==> config.mk <==
export PLATFORM = sky130hd
export DESIGN_NAME = ysyx_25040129_lsu
export DESIGN_NICKNAME = d
export VERILOG_FILES = /design/src/rtl/ysyx_25040129_lsu_pkg.sv /design/src/rtl/ysyx_25040129_lsu_align.sv /design/src/rtl/ysyx_25040129_lsu.sv
export SDC_FILE = /design/constraint.sdc
export NUM_CORES = 1
export LEC_CHECK = 0
export BUFFER_PORTS_ARGS = -buffer_cell sky130_fd_sc_hd__buf_2
export CORE_MARGIN = 4
export CORE_UTILIZATION = 50
export DETAILED_ROUTE_END_ITERATION = 10
export PLACE_DENSITY = 0.9
export SYNTH_ARGS = -nofsm -noshare
export SYNTH_HDL_FRONTEND = slang
export SYNTH_SLANG_ARGS = --single-unit
==> constraint.sdc <==
create_clock -name clk -period 2.8 [get_ports clk]
set_clock_uncertainty 0.15 [all_clocks]
set_input_delay 0.42 -clock clk [delete_from_list [all_inputs] [get_ports clk]]
set_output_delay 0.42 -clock clk [all_outputs]
set_load 0.02 [all_outputs]
==> src/rtl/ysyx_25040129_lsu_pkg.sv <==
// Shared LSU definitions: register index width, load/store encodings,
// FSM state encoding and the alignment helper used by the optional
// misalignment check (YSYX_25040129_LSU_MISALIGN_CHECK_EN).
package ysyx_25040129_lsu_pkg;

    localparam int REGS_DIG = 5;

    localparam logic [2:0] NO_MEM_READ = 3'd0;
    localparam logic [2:0] LSU_LB      = 3'd1;
    localparam logic [2:0] LSU_LH      = 3'd2;
    localparam logic [2:0] LSU_LW      = 3'd3;
    localparam logic [2:0] LSU_LBU     = 3'd4;
    localparam logic [2:0] LSU_LHU     = 3'd5;

    localparam logic [1:0] NO_MEM_WRITE = 2'd0;
    localparam logic [1:0] LSU_SB       = 2'd1;
    localparam logic [1:0] LSU_SH       = 2'd2;
    localparam logic [1:0] LSU_SW       = 2'd3;

    typedef enum logic [1:0] {
        ST_IDLE = 2'd0,
        ST_REQ  = 2'd1,
        ST_RESP = 2'd2,
        ST_DONE = 2'd3
    } lsu_state_e;

    // Halfword accesses need addr[0]=0, word accesses need addr[1:0]=0.
    function automatic logic is_misaligned(input logic [2:0] rd_type,
                                           input logic [1:0] wr_type,
                                           input logic [1:0] off);
        logic half;
        logic word;
        half = (rd_type == LSU_LH) || (rd_type == LSU_LHU) || (wr_type == LSU_SH);
        word = (rd_type == LSU_LW) || (wr_type == LSU_SW);
        return (half && off[0]) || (word && (off != 2'b00));
    endfunction

endpackage

==> src/rtl/ysyx_25040129_lsu_align.sv <==
// Combinational lane logic: store byte/halfword replication plus write mask,
// and load lane selection with sign or zero extension.
module ysyx_25040129_lsu_align
    import ysyx_25040129_lsu_pkg::*;
(
    input  logic [1:0]  st_type,
    input  logic [1:0]  st_off,
    input  logic [31:0] st_data,
    output logic [31:0] st_wdata,
    output logic [3:0]  st_wmask,
    input  logic [2:0]  ld_type,
    input  logic [1:0]  ld_off,
    input  logic [31:0] ld_rdata,
    output logic [31:0] ld_data
);

    logic [31:0] ld_shifted;

    // Store data replicated across the word so the mask alone picks the lane.
    always_comb begin
        st_wdata = 32'h0;
        st_wmask = 4'b0000;
        case (st_type)
            LSU_SB: begin
                st_wdata = {4{st_data[7:0]}};
                st_wmask = 4'b0001 << st_off;
            end
            LSU_SH: begin
                st_wdata = {2{st_data[15:0]}};
                st_wmask = 4'b0011 << st_off;
            end
            LSU_SW: begin
                st_wdata = st_data;
                st_wmask = 4'b1111;
            end
            default: ;
        endcase
    end

    // Load lane moved down to bit 0, then extended according to the load type.
    always_comb begin
        ld_shifted = ld_rdata >> {ld_off, 3'b000};
        ld_data    = 32'h0;
        case (ld_type)
            LSU_LB:  ld_data = {{24{ld_shifted[7]}}, ld_shifted[7:0]};
            LSU_LBU: ld_data = {24'h0, ld_shifted[7:0]};
            LSU_LH:  ld_data = {{16{ld_shifted[15]}}, ld_shifted[15:0]};
            LSU_LHU: ld_data = {16'h0, ld_shifted[15:0]};
            LSU_LW:  ld_data = ld_rdata;
            default: ld_data = 32'h0;
        endcase
    end

endmodule

==> src/rtl/ysyx_25040129_lsu.sv <==
// Load/store unit: EXU handshake in, one memory request/response per
// transaction, WBU handshake out. Optional misalignment trap is enabled
// by defining YSYX_25040129_LSU_MISALIGN_CHECK_EN.
module ysyx_25040129_lsu
    import ysyx_25040129_lsu_pkg::*;
(
    input  logic                clk,
    input  logic                rst_n,
    input  logic                is_req_valid_from_exu,
    output logic                is_req_ready_to_exu,
    input  logic [31:0]         result_in_lsu,
    input  logic [31:0]         lsu_write_data_in_lsu,
    input  logic [2:0]          lsu_read_in_lsu,
    input  logic [1:0]          lsu_write_in_lsu,
    input  logic [REGS_DIG-1:0] rd_in_lsu,
    input  logic                reg_write_in_lsu,
    output logic                mem_req_valid,
    input  logic                mem_req_ready,
    output logic [31:0]         mem_addr,
    output logic                mem_wen,
    output logic [31:0]         mem_wdata,
    output logic [3:0]          mem_wmask,
    input  logic                mem_resp_valid,
    output logic                mem_resp_ready,
    input  logic [31:0]         mem_rdata,
    input  logic                mem_resp_err,
    output logic                is_req_valid_to_wbu,
    input  logic                is_req_ready_from_wbu,
    output logic [31:0]         wb_data_out_lsu,
    output logic [REGS_DIG-1:0] rd_out_lsu,
    output logic                reg_write_out_lsu,
    output logic                lsu_fault_out,
    output logic                is_data_forward_valid_from_lsu
);

    lsu_state_e  state;
    logic [2:0]  read_q;
    logic [1:0]  off_q;
    logic        latched_q;
    logic [31:0] st_wdata;
    logic [3:0]  st_wmask;
    logic [31:0] ld_data;

    ysyx_25040129_lsu_align u_align (
        .st_type  (lsu_write_in_lsu),
        .st_off   (result_in_lsu[1:0]),
        .st_data  (lsu_write_data_in_lsu),
        .st_wdata (st_wdata),
        .st_wmask (st_wmask),
        .ld_type  (read_q),
        .ld_off   (off_q),
        .ld_rdata (mem_rdata),
        .ld_data  (ld_data)
    );

    assign is_req_ready_to_exu = (state == ST_IDLE);
    assign mem_req_valid       = (state == ST_REQ);
    assign mem_resp_ready      = (state == ST_RESP);
    assign is_req_valid_to_wbu = (state == ST_DONE);
    // Non-load results are final at accept; load data only once captured.
    assign is_data_forward_valid_from_lsu =
        (state == ST_DONE) || (latched_q && (read_q == NO_MEM_READ));

    // Transaction FSM; every request and writeback field is registered here.
    always_ff @(posedge clk or negedge rst_n) begin
        if (!rst_n) begin
            state             <= ST_IDLE;
            read_q            <= NO_MEM_READ;
            off_q             <= 2'b00;
            latched_q         <= 1'b0;
            mem_addr          <= 32'h0;
            mem_wen           <= 1'b0;
            mem_wdata         <= 32'h0;
            mem_wmask         <= 4'b0000;
            wb_data_out_lsu   <= 32'h0;
            rd_out_lsu        <= '0;
            reg_write_out_lsu <= 1'b0;
            lsu_fault_out     <= 1'b0;
        end else begin
            case (state)
                ST_IDLE: begin
                    if (is_req_valid_from_exu) begin
                        latched_q         <= 1'b1;
                        read_q            <= lsu_read_in_lsu;
                        off_q             <= result_in_lsu[1:0];
                        wb_data_out_lsu   <= result_in_lsu;
                        rd_out_lsu        <= rd_in_lsu;
                        reg_write_out_lsu <= reg_write_in_lsu && (lsu_write_in_lsu == NO_MEM_WRITE);
                        lsu_fault_out     <= 1'b0;
                        mem_addr          <= {result_in_lsu[31:2], 2'b00};
                        mem_wen           <= (lsu_write_in_lsu != NO_MEM_WRITE);
                        mem_wdata         <= st_wdata;
                        mem_wmask         <= st_wmask;
                        if ((lsu_read_in_lsu == NO_MEM_READ) && (lsu_write_in_lsu == NO_MEM_WRITE)) begin
                            state <= ST_DONE;
                        end
`ifdef YSYX_25040129_LSU_MISALIGN_CHECK_EN
                        else if (is_misaligned(lsu_read_in_lsu, lsu_write_in_lsu, result_in_lsu[1:0])) begin
                            lsu_fault_out     <= 1'b1;
                            reg_write_out_lsu <= 1'b0;
                            state             <= ST_DONE;
                        end
`endif
                        else begin
                            state <= ST_REQ;
                        end
                    end
                end
                ST_REQ: begin
                    if (mem_req_ready) state <= ST_RESP;
                end
                ST_RESP: begin
                    if (mem_resp_valid) begin
                        if (read_q != NO_MEM_READ) wb_data_out_lsu <= ld_data;
                        if (mem_resp_err) begin
                            lsu_fault_out     <= 1'b1;
                            reg_write_out_lsu <= 1'b0;
                        end
                        state <= ST_DONE;
                    end
                end
                ST_DONE: begin
                    if (is_req_ready_from_wbu) state <= ST_IDLE;
                end
                default: state <= ST_IDLE;
            endcase
        end
    end

endmodule

# Yosys cells after proc, flatten, opt, wreduce, memory -nomap -nowiden
# Cells that the tools add are included.
[word_totals]
reg_bits = 114
inputBits = 114
output_inout_bits = 113
wordCells = 68
[op_classes]
eq_ne = 17
shifts = 3
mux = 21
reduce_logical = 15
[ops]
columns = ["cell", "n"]
rows = [
  ["32-bit case mux with 5 select lines", 1],
  ["32-bit two-way mux", 3],
  ["32-bit case mux with 3 select lines", 1],
  ["32-bit case mux with 2 select lines", 1],
  ["32-bit by 5-bit >> shifter with 16-bit output", 1],
  ["4-bit case mux with 3 select lines", 1],
  ["4-bit AND reduction", 3],
  ["2-bit two-way mux", 5],
  ["2-bit == test (second input constant)", 4],
  ["2-bit by 1-bit != test with 1-bit output (second input constant)", 4],
  ["2-bit case mux with 4 select lines", 1],
  ["3-bit by 2-bit == test with 1-bit output (second input constant)", 2],
  ["3-bit == test (second input constant)", 2],
  ["3-bit zero test", 2],
  ["1-bit two-way mux", 6],
  ["2-bit by 1-bit == test with 1-bit output (second input constant)", 2],
  ["2-bit zero test", 2],
  ["2-bit != test (second input constant)", 2],
  ["1-bit case mux with 2 select lines", 2],
  ["2-bit nonzero test", 2],
  ["1-bit by 2-bit left shift with 4-bit output (first input constant)", 1],
  ["2-bit by 2-bit left shift with 4-bit output (first input constant)", 1],
  ["3-bit by 1-bit == test with 1-bit output (second input constant)", 1],
  ["1-bit logical AND", 3],
  ["3 further kinds", 3],
]

# Depth between registers and ports, before layout
# Gate-level depths: netlist of the first run.
[logic_depth]
depth_word = 5
depth_mapped = 9
mapped_depth_nobuf = 6

# Modules after synthesis
# Synthesis of the first run repeated with hierarchy kept, for this count alone.
[unflattened]
hier_cells = 539
area_unflattened_um2 = 6302.3
[by_module_without_submodules]
columns = ["module", "n_inst", "cells_per_inst", "area_each_um2", "seq_area_each_um2"]
rows = [
  ["ysyx_25040129_lsu", 1, 306, 4809.6, 2852.7],
  ["ysyx_25040129_lsu_align", 1, 233, 1492.7, 0.0],
]

# Least setup slack after synthesis of the first run
# No wires, ideal clock.
[synth_path]
kind = "flip-flop to flip-flop"
start = "register state[0]"
end = "register wb_data_out_lsu[28]"
setup_ns = 0.141
arrival_ns = 1.944
t_required_ns = 2.509
slack_ns = 0.565
stages_incl_launch_ff = 10
n_path_buf = 3
period_less_slack_ns = 2.235
cell_sequence = "dfrtp_1 -> inv_1 -> ha_1 -> buf_6 -> nor2b_4 -> or4_1 -> buf_6 -> buf_6 -> nand2_1 -> o221ai_2"
[synth_via]
elab_chain_cells = 3
word_cells_on_any_way = 8
cone_classes = "eq/ne: 4; mux: 1; reduce/logical: 3"
[synth_rtl]
columns = ["element", "line", "source"]
rows = [
  ["start: declaration", "ysyx_25040129_lsu.sv:36", "lsu_state_e state;"],
  ["start signal: assignment", "ysyx_25040129_lsu.sv:67", "state <= ST_IDLE;"],
  ["start signal: assignment", "ysyx_25040129_lsu.sv:95", "state <= ST_DONE;"],
  ["start signal: assignment", "ysyx_25040129_lsu.sv:105", "state <= ST_REQ;"],
  ["2-bit zero test *", "n/a", ""],
  ["net is_req_ready_to_exu", "ysyx_25040129_lsu.sv:10", "output logic is_req_ready_to_exu,"],
  ["2-bit != test (no source line) or 2-bit nonzero test (tied branches)", "n/a", ""],
  ["4-bit AND reduction (no source line)", "n/a", ""],
  ["end signal: assignment", "ysyx_25040129_lsu.sv:86", "wb_data_out_lsu <= result_in_lsu;"],
  ["end signal: assignment", "ysyx_25040129_lsu.sv:114", "if (read_q != NO_MEM_READ) wb_data_out_lsu <= ld_data;"],
  ["end: declaration", "ysyx_25040129_lsu.sv:29", "output logic [31:0] wb_data_out_lsu,"],
]
# Mark *: on every way through the listed nets, which the timed path passes. The rest lies on a longest branch.
# A chain may end at the register's enable or synchronous reset.

# Worst setup path after layout of the first run
[layout_path]
start = "register state[0]"
end = "output mem_resp_ready"
[layout_via]
elab_chain_cells = 1
[layout_rtl]
columns = ["element", "line", "source"]
rows = [
  ["2-bit == test", "ysyx_25040129_lsu.sv:58", "assign mem_resp_ready = (state == ST_RESP);"],
  ["end: declaration", "ysyx_25040129_lsu.sv:24", "output logic mem_resp_ready,"],
]
# Every way passes these cells.

==> results_dict.tcl, run 1 <==
set metrics [dict create \
    p_sw_frac 0.440 \
    wl_per_cell_um 19.2 \
    vias 5788 \
    grt_max_degree 62 \
    grt_pass1_vias 5611 \
    final_cell_mix "buf_2, nand2_1, dfrtp_1, o21ai_0, a21oi_1" \
    dpl.hpwl_um 14100 \
    maxCapViolCount 0 \
    reg2reg_depth 7 \
    clkTransAtPathRegs_ns 0.06 \
    clockPowerShare 0.210 \
    crit_family "buffers and inverters" \
    max_slew.worst_pin.slew_ns 0.971 \
    cp-start-kind "flip-flop" \
    num_io_pins 227 \
    netlist_area_mm2 0.00599 \
    worst_ep_required_time_ns 2.23 \
    worstHoldEndpoint "rd_out_lsu[3]$_DFFE_PN0P_" \
    r2r_setup_slack_ns 0.31 \
    switchingPower_mw 4.20 \
    slew_violations 0 \
    r2r-end "wb_data_out_lsu[15]$_DFFE_PN0P_" \
    portBuffers 224 \
    dr.pass1.iters 5 \
    worst_hold_startpoint "rd_in_lsu[3]" \
    avgSynthCellArea_um2 9.42 \
    seq_power_share 0.306 \
    fin_crit_ns 2.51 \
    cts_tree "done" \
    final_common_cell "buf_2" \
    yosysSeqAreaShare 0.476 \
    hp-class "in2reg" \
    p_leak_nw 3.99 \
    die_h_um 117 \
    drt_iter0_drc 658 \
    ant_nets 0 \
    crit_fanout 16 \
    postCtsSetupBuffers 0 \
    initial_core_util 0.518 \
    cts-resized-gates 0 \
    p_per_area_mw_per_mm2 1240 \
    outcome "finished, final reports clean" \
    root_buffer "clkbuf_16" \
    viasPerCell 5.80 \
    path_cells "inv_1 -> ha_1 -> buf_4 -> buf_2" \
    slew_headroom 0.353 \
    cp.arrival_ns 1.94 \
    ys.flop_type "dfrtp_1" \
    period_share 0.896 \
    cts.sink_count 114 \
    fin_ws_ns 0.292 \
    grtUsageTotal 0.275 \
    synth.distinct_cells 59 \
    comb_power_share 0.484 \
    slowest_stage "ha_1" \
    drive_above_1_share 0.338 \
    reg2reg_from "state[0]$_DFFE_PN0P_" \
    clk_path_buf_depth 2 \
    hold_depth 3 \
    rsz0062_at_grt "no" \
    tns_ns 0 \
    syn_inst 636 \
    synth_seq_cells 114 \
    synth-edff-count 0 \
    grt_pass1_wl_um 30300 \
    fin_nets 967 \
    pre_cts_ws_ns 0.406 \
    finalHoldViolCount 0 \
    async_reset_ff_frac 1.00 \
    ys_warn_count 0 \
    htree_levels 4 \
    ir_worst_vdd_mv 0.521 \
    dieArea_mm2 0.0138 \
    criticalPathCategory "reg2out" \
    grt_overflow_total 0 \
    fmax_ghz 0.399 \
    end_kind "output pin" \
    p_int_mw 5.35 \
    setup_viol 0 \
    clock_latency_ns 0.41 \
    rows 39 \
    gp_congestion 0.902 \
    grt_antenna_before_repair 0 \
    drc 0 \
    core-area_mm2 0.0116 \
    critPathMaxStageDelay_ns 0.46 \
    area_delta_synth_final_pct 28.6 \
    die_w_um 117 \
    diodes 0 \
    critPathBufInv 3 \
    numCtsBuffers 17 \
    postCtsHoldBufs 1 \
    drt_wl_total_um 19200 \
]
worst max path at each step:
stage | cells after the start | end | from | slack, ns
floorplan | 9 | wb_data_out_lsu[28]$_DFFE_PN0P_ | state[0]$_DFFE_PN0P_ | 0.57
global placement | 6 | wb_data_out_lsu[18]$_DFFE_PN0P_ | off_q[1]$_DFFE_PN0P_ | 0.47
detailed placement | 7 | wb_data_out_lsu[15]$_DFFE_PN0P_ | state[0]$_DFFE_PN0P_ | 0.41
CTS | 4 | mem_resp_ready | state[0]$_DFFE_PN0P_ | 0.28
global route | 7 | wb_data_out_lsu[15]$_DFFE_PN0P_ | state[0]$_DFFE_PN0P_ | 0.20
finish | 4 | mem_resp_ready | state[0]$_DFFE_PN0P_ | 0.29
worst register-to-register path, stage by stage (launching register included):
cell and delay, ns:
dfrtp_1 0.40, inv_1 0.13, ha_1 0.46, nor4b_1 0.41, or4_1 0.18, buf_4 0.36
a21oi_1 0.09, a32oi_1 0.22
metrics by stage:
stage	util	instances	total power, mW	instance area, um2	hold WS, ns
after floorplan	-	637	6.19	5990	-0.0256
after global placement	0.618	966	7.39	7140	0.299
after detailed placement	0.618	966	7.52	7140	0.303
after CTS	0.666	998	9.57	7700	0.0444
after global routing	0.666	998	10.2	7700	0.0529
final	0.666	998	9.55	7700	0.0525
area by class of cell:
| type | count | area, um2 |
|---|---|---|
| fillers | 907 | 3860 |
| flip-flops and latches | 114 | 2850 |
| multi-input cells | 458 | 2810 |
| repair buffers | 239 | 1260 |
| clock buffers | 22 | 464 |
| well taps | 143 | 179 |
| clock inverters | 9 | 83.8 |
| inverters | 13 | 48.8 |
cell usage after synthesis (all sizes together) (3+ instances only):
cell type / instances / area share
a2111o: 7 / 0.013
a21o: 5 / 0.0063
a21oi: 37 / 0.031
a22o: 16 / 0.023
a22oi: 30 / 0.038
a2bb2oi: 9 / 0.016
a31oi: 3 / 0.0031
buf: 27 / 0.032
clkbuf: 25 / 0.016
dfrtp: 114 / 0.48
ha: 10 / 0.021
inv: 12 / 0.0075
mux2i: 24 / 0.040
nand2: 176 / 0.11
nand2b: 21 / 0.022
nor2: 15 / 0.0098
nor2b: 9 / 0.011
o2111ai: 8 / 0.013
o21ai: 38 / 0.032
o221ai: 16 / 0.034
or2: 3 / 0.0031
registers in the layout, indices dropped and copies added (netlist names):
register and cells:
off_q 2, mem_addr 30, read_q 3, mem_wdata 32, mem_wmask 4, state 2
wb_data_out_lsu 32, reg_write_out_lsu 1, lsu_fault_out 1, rd_out_lsu 5, latched_q 1, mem_wen 1
cells by family after synthesis:
family | Yosys count | synth area share
adders and majority gates | 10 | 0.0209
DFF | 114 | 0.476
AOI/OAI and AO/OA | 181 | 0.226
other | 1 | 0.000626
and+or+nand+nor | 240 | 0.178
muxes | 25 | 0.0420
buffers and inverters | 65 | 0.0560
metal layers:
metal	global-route usage	share of wire	up-vias	wire [um]
li1	-	-	2658	-
met1	0.359	0.40	2747	7750
met2	0.430	0.46	341	8870
met3	0.0823	0.10	42	1990
met4	0.110	0.031	0	592
met5	0	0	-	0
power by group through the flow:
stage                     registers, mW  clock network [mW]  logic [mW]
final                              2.92                2.01        4.62
after global routing               3.02                2.12        5.02
after CTS                          2.91                2.02        4.64
after detailed placement           2.92                   0        4.60
after global placement             2.91                   0        4.49
after floorplan                    3.64                   0        2.55
Note: power is estimated with default switching activity, not from simulation.
==> inputs of run 2 (changes only) <==
--- a/config.mk
+++ b/config.mk
@@ -9,6 +9,7 @@
 export CORE_MARGIN = 4
 export CORE_UTILIZATION = 50
 export DETAILED_ROUTE_END_ITERATION = 10
+export HOLD_SLACK_MARGIN = 0.08
 export PLACE_DENSITY = 0.9
 export SYNTH_ARGS = -nofsm -noshare
 export SYNTH_HDL_FRONTEND = slang
==> results_dict.tcl, run 2 (same netlist as run 1, synthesis figures left out) <==
set metrics [dict create \
    outcome "finished, final reports clean" \
    clk_path_buf_depth 2 \
    worst_ep_required_time_ns 2.23 \
    postCtsSetupBuffers 0 \
    worst_hold_startpoint "result_in_lsu[27]" \
    final_cell_mix "buf_2, nand2_1, dfrtp_1, o21ai_0, a21oi_1" \
    clkTransAtPathRegs_ns 0.06 \
    p_leak_nw 4.05 \
    dieArea_mm2 0.0138 \
    seq_power_share 0.305 \
    max_slew.worst_pin.slew_ns 0.970 \
    initial_core_util 0.518 \
    hold_depth 3 \
    crit_fanout 16 \
    hp-class "in2reg" \
    comb_power_share 0.485 \
    drc 0 \
    met3_length_um 2000 \
    period_share 0.892 \
    drive_above_1_share 0.332 \
    r2r-end "wb_data_out_lsu[15]$_DFFE_PN0P_" \
    grt_overflow_total 0 \
    core-area_mm2 0.0116 \
    switchingPower_mw 4.22 \
    reg_top3 "mem_wdata x32, wb_data_out_lsu x32, mem_addr x30" \
    rows 39 \
    drt_wl_total_um 19700 \
    fin_util 0.680 \
    slew_violations 0 \
    cts_tree "done" \
    drt_iter0_drc 719 \
    die_h_um 117 \
    timing.hold.ws_ns 0.0877 \
    p_int_mw 5.37 \
    grt_max_degree 62 \
    fin_nets 983 \
    placed_cells 966 \
    portBuffers 224 \
    grt_pass1_wl_um 31200 \
    fmax_ghz 0.400 \
    clockPowerShare 0.210 \
    ant_nets 0 \
    worstHoldEndpoint "mem_addr[27]$_DFFE_PN0P_" \
    end_kind "output pin" \
    vias 5905 \
    ir_worst_vdd_mv 0.521 \
    reg2reg_from "state[0]$_DFFE_PN0P_" \
    dpl.hpwl_um 14100 \
    wl_met2_um 9110 \
    grt_pass1_vias 5753 \
    reg2reg_depth 7 \
    p_sw_frac 0.440 \
    final_common_cell "buf_2" \
    fin_ws_ns 0.302 \
    root_buffer "clkbuf_16" \
    rsz0062_at_grt "no" \
    cts.sink_count 114 \
    num_io_pins 227 \
    finalHoldViolCount 0 \
    wl_per_cell_um 19.4 \
    tns_ns 0 \
    highest_layer "met4" \
    die_w_um 117 \
    cp.arrival_ns 1.93 \
    criticalPathCategory "reg2out" \
    fin_crit_ns 2.50 \
    cp-start-kind "flip-flop" \
    area_delta_synth_final_pct 31.3 \
    setup_viol 0 \
    grtUsageTotal 0.282 \
    pre_cts_ws_ns 0.406 \
    slew_headroom 0.353 \
    htree_levels 4 \
    numCtsBuffers 17 \
    grt_antenna_before_repair 0 \
    gp_congestion 0.902 \
    met1Wirelength_um 7890 \
    layout.cells.non_filler 1014 \
    viasPerCell 5.82 \
    r2r_setup_slack_ns 0.30 \
    dr.pass1.iters 5 \
    maxCapViolCount 0 \
    p_per_area_mw_per_mm2 1220 \
    clock_latency_ns 0.41 \
    diodes 0 \
]
==> run 2: worst max-delay path by stage <==
stage / startpoint / end / slack, ns / cells after the start
after floorplan: state[0]$_DFFE_PN0P_ / wb_data_out_lsu[28]$_DFFE_PN0P_ / 0.57 / 9
after global placement: off_q[1]$_DFFE_PN0P_ / wb_data_out_lsu[18]$_DFFE_PN0P_ / 0.47 / 6
after detailed placement: state[0]$_DFFE_PN0P_ / wb_data_out_lsu[15]$_DFFE_PN0P_ / 0.41 / 7
after CTS: state[0]$_DFFE_PN0P_ / mem_resp_ready / 0.28 / 4
after global routing: state[0]$_DFFE_PN0P_ / mem_resp_ready / 0.20 / 4
final: state[0]$_DFFE_PN0P_ / mem_resp_ready / 0.30 / 4
==> run 2: critical path, cell delays in order (launching register included) <==
cell	delay [ns]
dfrtp_1	0.40
inv_1	0.13
ha_1	0.46
buf_4	0.32
buf_2	0.21
==> run 2: what timing repair did <==
action / 4_1_cts / 5_1_grt
hold buffers: 17 / 0
hold endpoints to repair: 62 / 0
resized for setup: 0 / 0
==> run 2: layout make-up <==
class                           instances  area, um2
Tap cell                              143        179
Clock inverter                          9       83.8
Inverter                               13       48.8
Timing Repair Buffer                  255       1420
Clock buffer                           22        464
Multi-Input combinational cell        458       2810
Fill cell                             882       3700
Sequential cell                       114       2850
==> run 2: layer usage <==
| metal | vias to the layer above | track usage |
|---|---|---|
| li1 | 2685 | - |
| met1 | 2809 | 0.364 |
| met2 | 365 | 0.444 |
| met3 | 46 | 0.0847 |
| met4 | 0 | 0.119 |
| met5 | - | 0 |
==> run 2: stage by stage <==
step	cell area, um2	total power [mW]
final	7860	9.59
after global routing	7860	10.2
after floorplan	5990	6.19
after global placement	7140	7.39
after detailed placement	7140	7.52
after CTS	7860	9.59
==> run 2: power by group through the flow <==
stage | logic [mW] | clock network (mW) | registers [mW]
2_1_floorplan | 2.55 | 0 | 3.64
5_1_grt | 5.05 | 2.12 | 3.02
3_5_place_dp | 4.60 | 0 | 2.92
6_report | 4.66 | 2.01 | 2.92
3_3_place_gp | 4.49 | 0 | 2.91
4_1_cts | 4.65 | 2.02 | 2.91
==> inputs of run 3 (changes only) <==
--- a/config.mk
+++ b/config.mk
@@ -5,12 +5,15 @@
 export SDC_FILE = /design/constraint.sdc
 export NUM_CORES = 1
 export LEC_CHECK = 0
+export ABC_AREA = 1
 export BUFFER_PORTS_ARGS = -buffer_cell sky130_fd_sc_hd__buf_2
+export CELL_PAD_IN_SITES_DETAIL_PLACEMENT = 1
+export CELL_PAD_IN_SITES_GLOBAL_PLACEMENT = 1
 export CORE_MARGIN = 4
-export CORE_UTILIZATION = 50
+export CORE_UTILIZATION = 35
 export DETAILED_ROUTE_END_ITERATION = 10
 export HOLD_SLACK_MARGIN = 0.08
-export PLACE_DENSITY = 0.9
+export PLACE_DENSITY = 0.89
 export SYNTH_ARGS = -nofsm -noshare
 export SYNTH_HDL_FRONTEND = slang
 export SYNTH_SLANG_ARGS = --single-unit
==> results_dict.tcl, run 3 <==
set metrics [dict create \
    outcome "finished, final reports clean" \
    synth.distinct_cells 33 \
    wl_per_cell_um 18.2 \
    synth_seq_cells 114 \
    area_delta_synth_final_pct 35.4 \
    crit_start "state[0]$_DFFE_PN0P_" \
    path_cells "inv_1 -> ha_1 -> buf_4 -> buf_2" \
    maxCapViolCount 0 \
    rows 47 \
    fin_util 0.489 \
    clk_path_buf_depth 2 \
    worst_ep_required_time_ns 2.23 \
    clkTransAtPathRegs_ns 0.06 \
    setup_viol 0 \
    synth_top_area_share 0.469 \
    drt_iter0_drc 296 \
    max_slew.worst_pin.slew_ns 1.03 \
    fmax_ghz 0.424 \
    placed_cells 1186 \
    postCtsSetupBuffers 0 \
    power_mw 10.1 \
    crit_family "buffers and inverters" \
    slew_violations 0 \
    drc 0 \
    design_area_mm2 0.00823 \
    grt_pass1_vias 6879 \
    die_w_um 140 \
    async_reset_ff_frac 1.00 \
    hp-class "in2reg" \
    r2r_setup_slack_ns 0.50 \
    critPathBufInv 3 \
    grt_antenna_before_repair 2 \
    slew_headroom 0.314 \
    period_share 0.843 \
    finalHoldViolCount 0 \
    synthTopCellsByArea "dfrtp_1, nand2_1, o21ai_0, a21oi_1, a21oi_2" \
    ys_warn_count 0 \
    grtUsageTotal 0.234 \
    core-area_mm2 0.0168 \
    p_per_area_mw_per_mm2 1220 \
    avgSynthCellArea_um2 7.89 \
    final_cell_mix "nand2_1, buf_2, dfrtp_1, o21ai_0, a21oi_1" \
    slowest_stage "dfrtp_1" \
    crit_cells 4 \
    criticalPathCategory "reg2out" \
    tns_ns 0 \
    vias 6288 \
    htree_levels 4 \
    viasPerCell 5.04 \
    grt_overflow_total 0 \
    synth_top_cell_by_area "dfrtp_1" \
    ant_nets 0 \
    drt_wl_total_um 22800 \
    yosysSeqAreaShare 0.469 \
    grt_max_degree 62 \
    p_leak_nw 4.25 \
    gp_congestion 0.876 \
    cts_tree "done" \
    dieArea_mm2 0.0195 \
    fin_crit_ns 2.36 \
    reg2reg_depth 8 \
    die_h_um 140 \
    ys.flop_type "dfrtp_1" \
    syn_inst 771 \
    reg_top3 "mem_wdata x32, wb_data_out_lsu x32, mem_addr x30" \
    cp.arrival_ns 1.79 \
    numCtsBuffers 17 \
    drive_above_1_share 0.341 \
    fin_nets 1137 \
    synth.top_cells.by_count "nand2_1, dfrtp_1, o21ai_0" \
    critPathMaxStageDelay_ns 0.41 \
    end_kind "output pin" \
    r2r-end "wb_data_out_lsu[16]$_DFFE_PN0P_" \
    rsz0062_at_grt "no" \
    netlist_area_mm2 0.00608 \
    ir_worst_vdd_mv 0.457 \
    dpl-instance-area_mm2 0.00735 \
    final_common_cell "nand2_1" \
    clock_latency_ns 0.42 \
    synth-edff-count 0 \
    initial_core_util 0.361 \
    critPathCapture "mem_resp_ready" \
    reg2reg_from "state[0]$_DFFE_PN0P_" \
    crit_fanout 37 \
    postCtsHoldBufs 28 \
    root_buffer "clkbuf_16" \
    cp-start-kind "flip-flop" \
    cts.sink_count 114 \
    cts-resized-gates 0 \
    dpl.hpwl_um 16700 \
    num_io_pins 227 \
    dr.pass1.iters 4 \
    yosys.cell_count.top_type "nand2_1" \
    layout.cells.non_filler 1248 \
    grt_pass1_wl_um 36700 \
    portBuffers 224 \
]
-- run 3: cell count changes after synthesis, sizes merged, moves of 8 or more --
cell / previous run / this run
a22o: 16 / 0
nor2b: 9 / 0
mux2i: 24 / 0
o221ai: 16 / 0
nand2: 176 / 253
a22oi: 30 / 8
o2111ai: 8 / 0
nand2b: 21 / 0
o21ai: 38 / 97
nand3: 2 / 25
nor2: 15 / 59
a2bb2oi: 9 / 0
a21oi: 37 / 96
inv: 12 / 54
-- run 3: layer usage --
metal,part of all wire,vias up,global-route usage
met5,0,-,0
met4,0.020,0,0.0790
met3,0.066,33,0.0642
met2,0.50,212,0.403
met1,0.41,3068,0.284
li1,-,2975,-
-- run 3: area by class of cell --
type | instances | area (um2)
clock inverter | 15 | 174
fill | 2121 | 8590
tap | 220 | 275
inverter | 55 | 211
clock buffer | 17 | 425
timing repair buffer | 265 | 1510
multi-input combinational | 560 | 2770
antenna | 2 | 5.00
sequential | 114 | 2850
-- run 3: logic make-up after synthesis --
group / synth area share
simple gates: 0.240
buf+inv: 0.0753
flops: 0.469
compound gates: 0.194
fa+ha+maj: 0.0206
other cells: 0.000617
-- run 3: power breakdown --
group          switching, mW  internal, mW  total, mW
logic                   3.36          1.58       4.94
registers              0.518          2.42       2.94
clock network          0.871          1.34       2.21
-- run 3: worst min path at each step --
stage,startpoint,to,slack (ns),depth (start not counted)
floorplan,rst_n,latched_q$_DFFE_PN0P_,-0.03,0
finish,result_in_lsu[8],mem_addr[8]$_DFFE_PN0P_,0.09,3
detailed placement,rst_n,mem_addr[21]$_DFFE_PN0P_,0.19,1
global route,result_in_lsu[8],mem_addr[8]$_DFFE_PN0P_,0.09,3
CTS,result_in_lsu[8],mem_addr[8]$_DFFE_PN0P_,0.08,3
global placement,rst_n,mem_addr[21]$_DFFE_PN0P_,0.19,1
-- run 3: per-stage QoR --
stage | worst slack (ns) | hold WS [ns]
final | 0.441 | 0.0883
after global routing | 0.336 | 0.0902
after CTS | 0.415 | 0.0829
after detailed placement | 0.482 | 0.192
after global placement | 0.538 | 0.192
after floorplan | 0.820 | -0.0256
-- run 3: worst register-to-register path, delay by kind of cell, from the launching register on --
family / cells / cell delay (ns)
compound gates: 2 / 0.31
flops: 1 / 0.41
buf+inv: 3 / 0.86
fa+ha+maj: 1 / 0.21
simple gates: 2 / 0.29
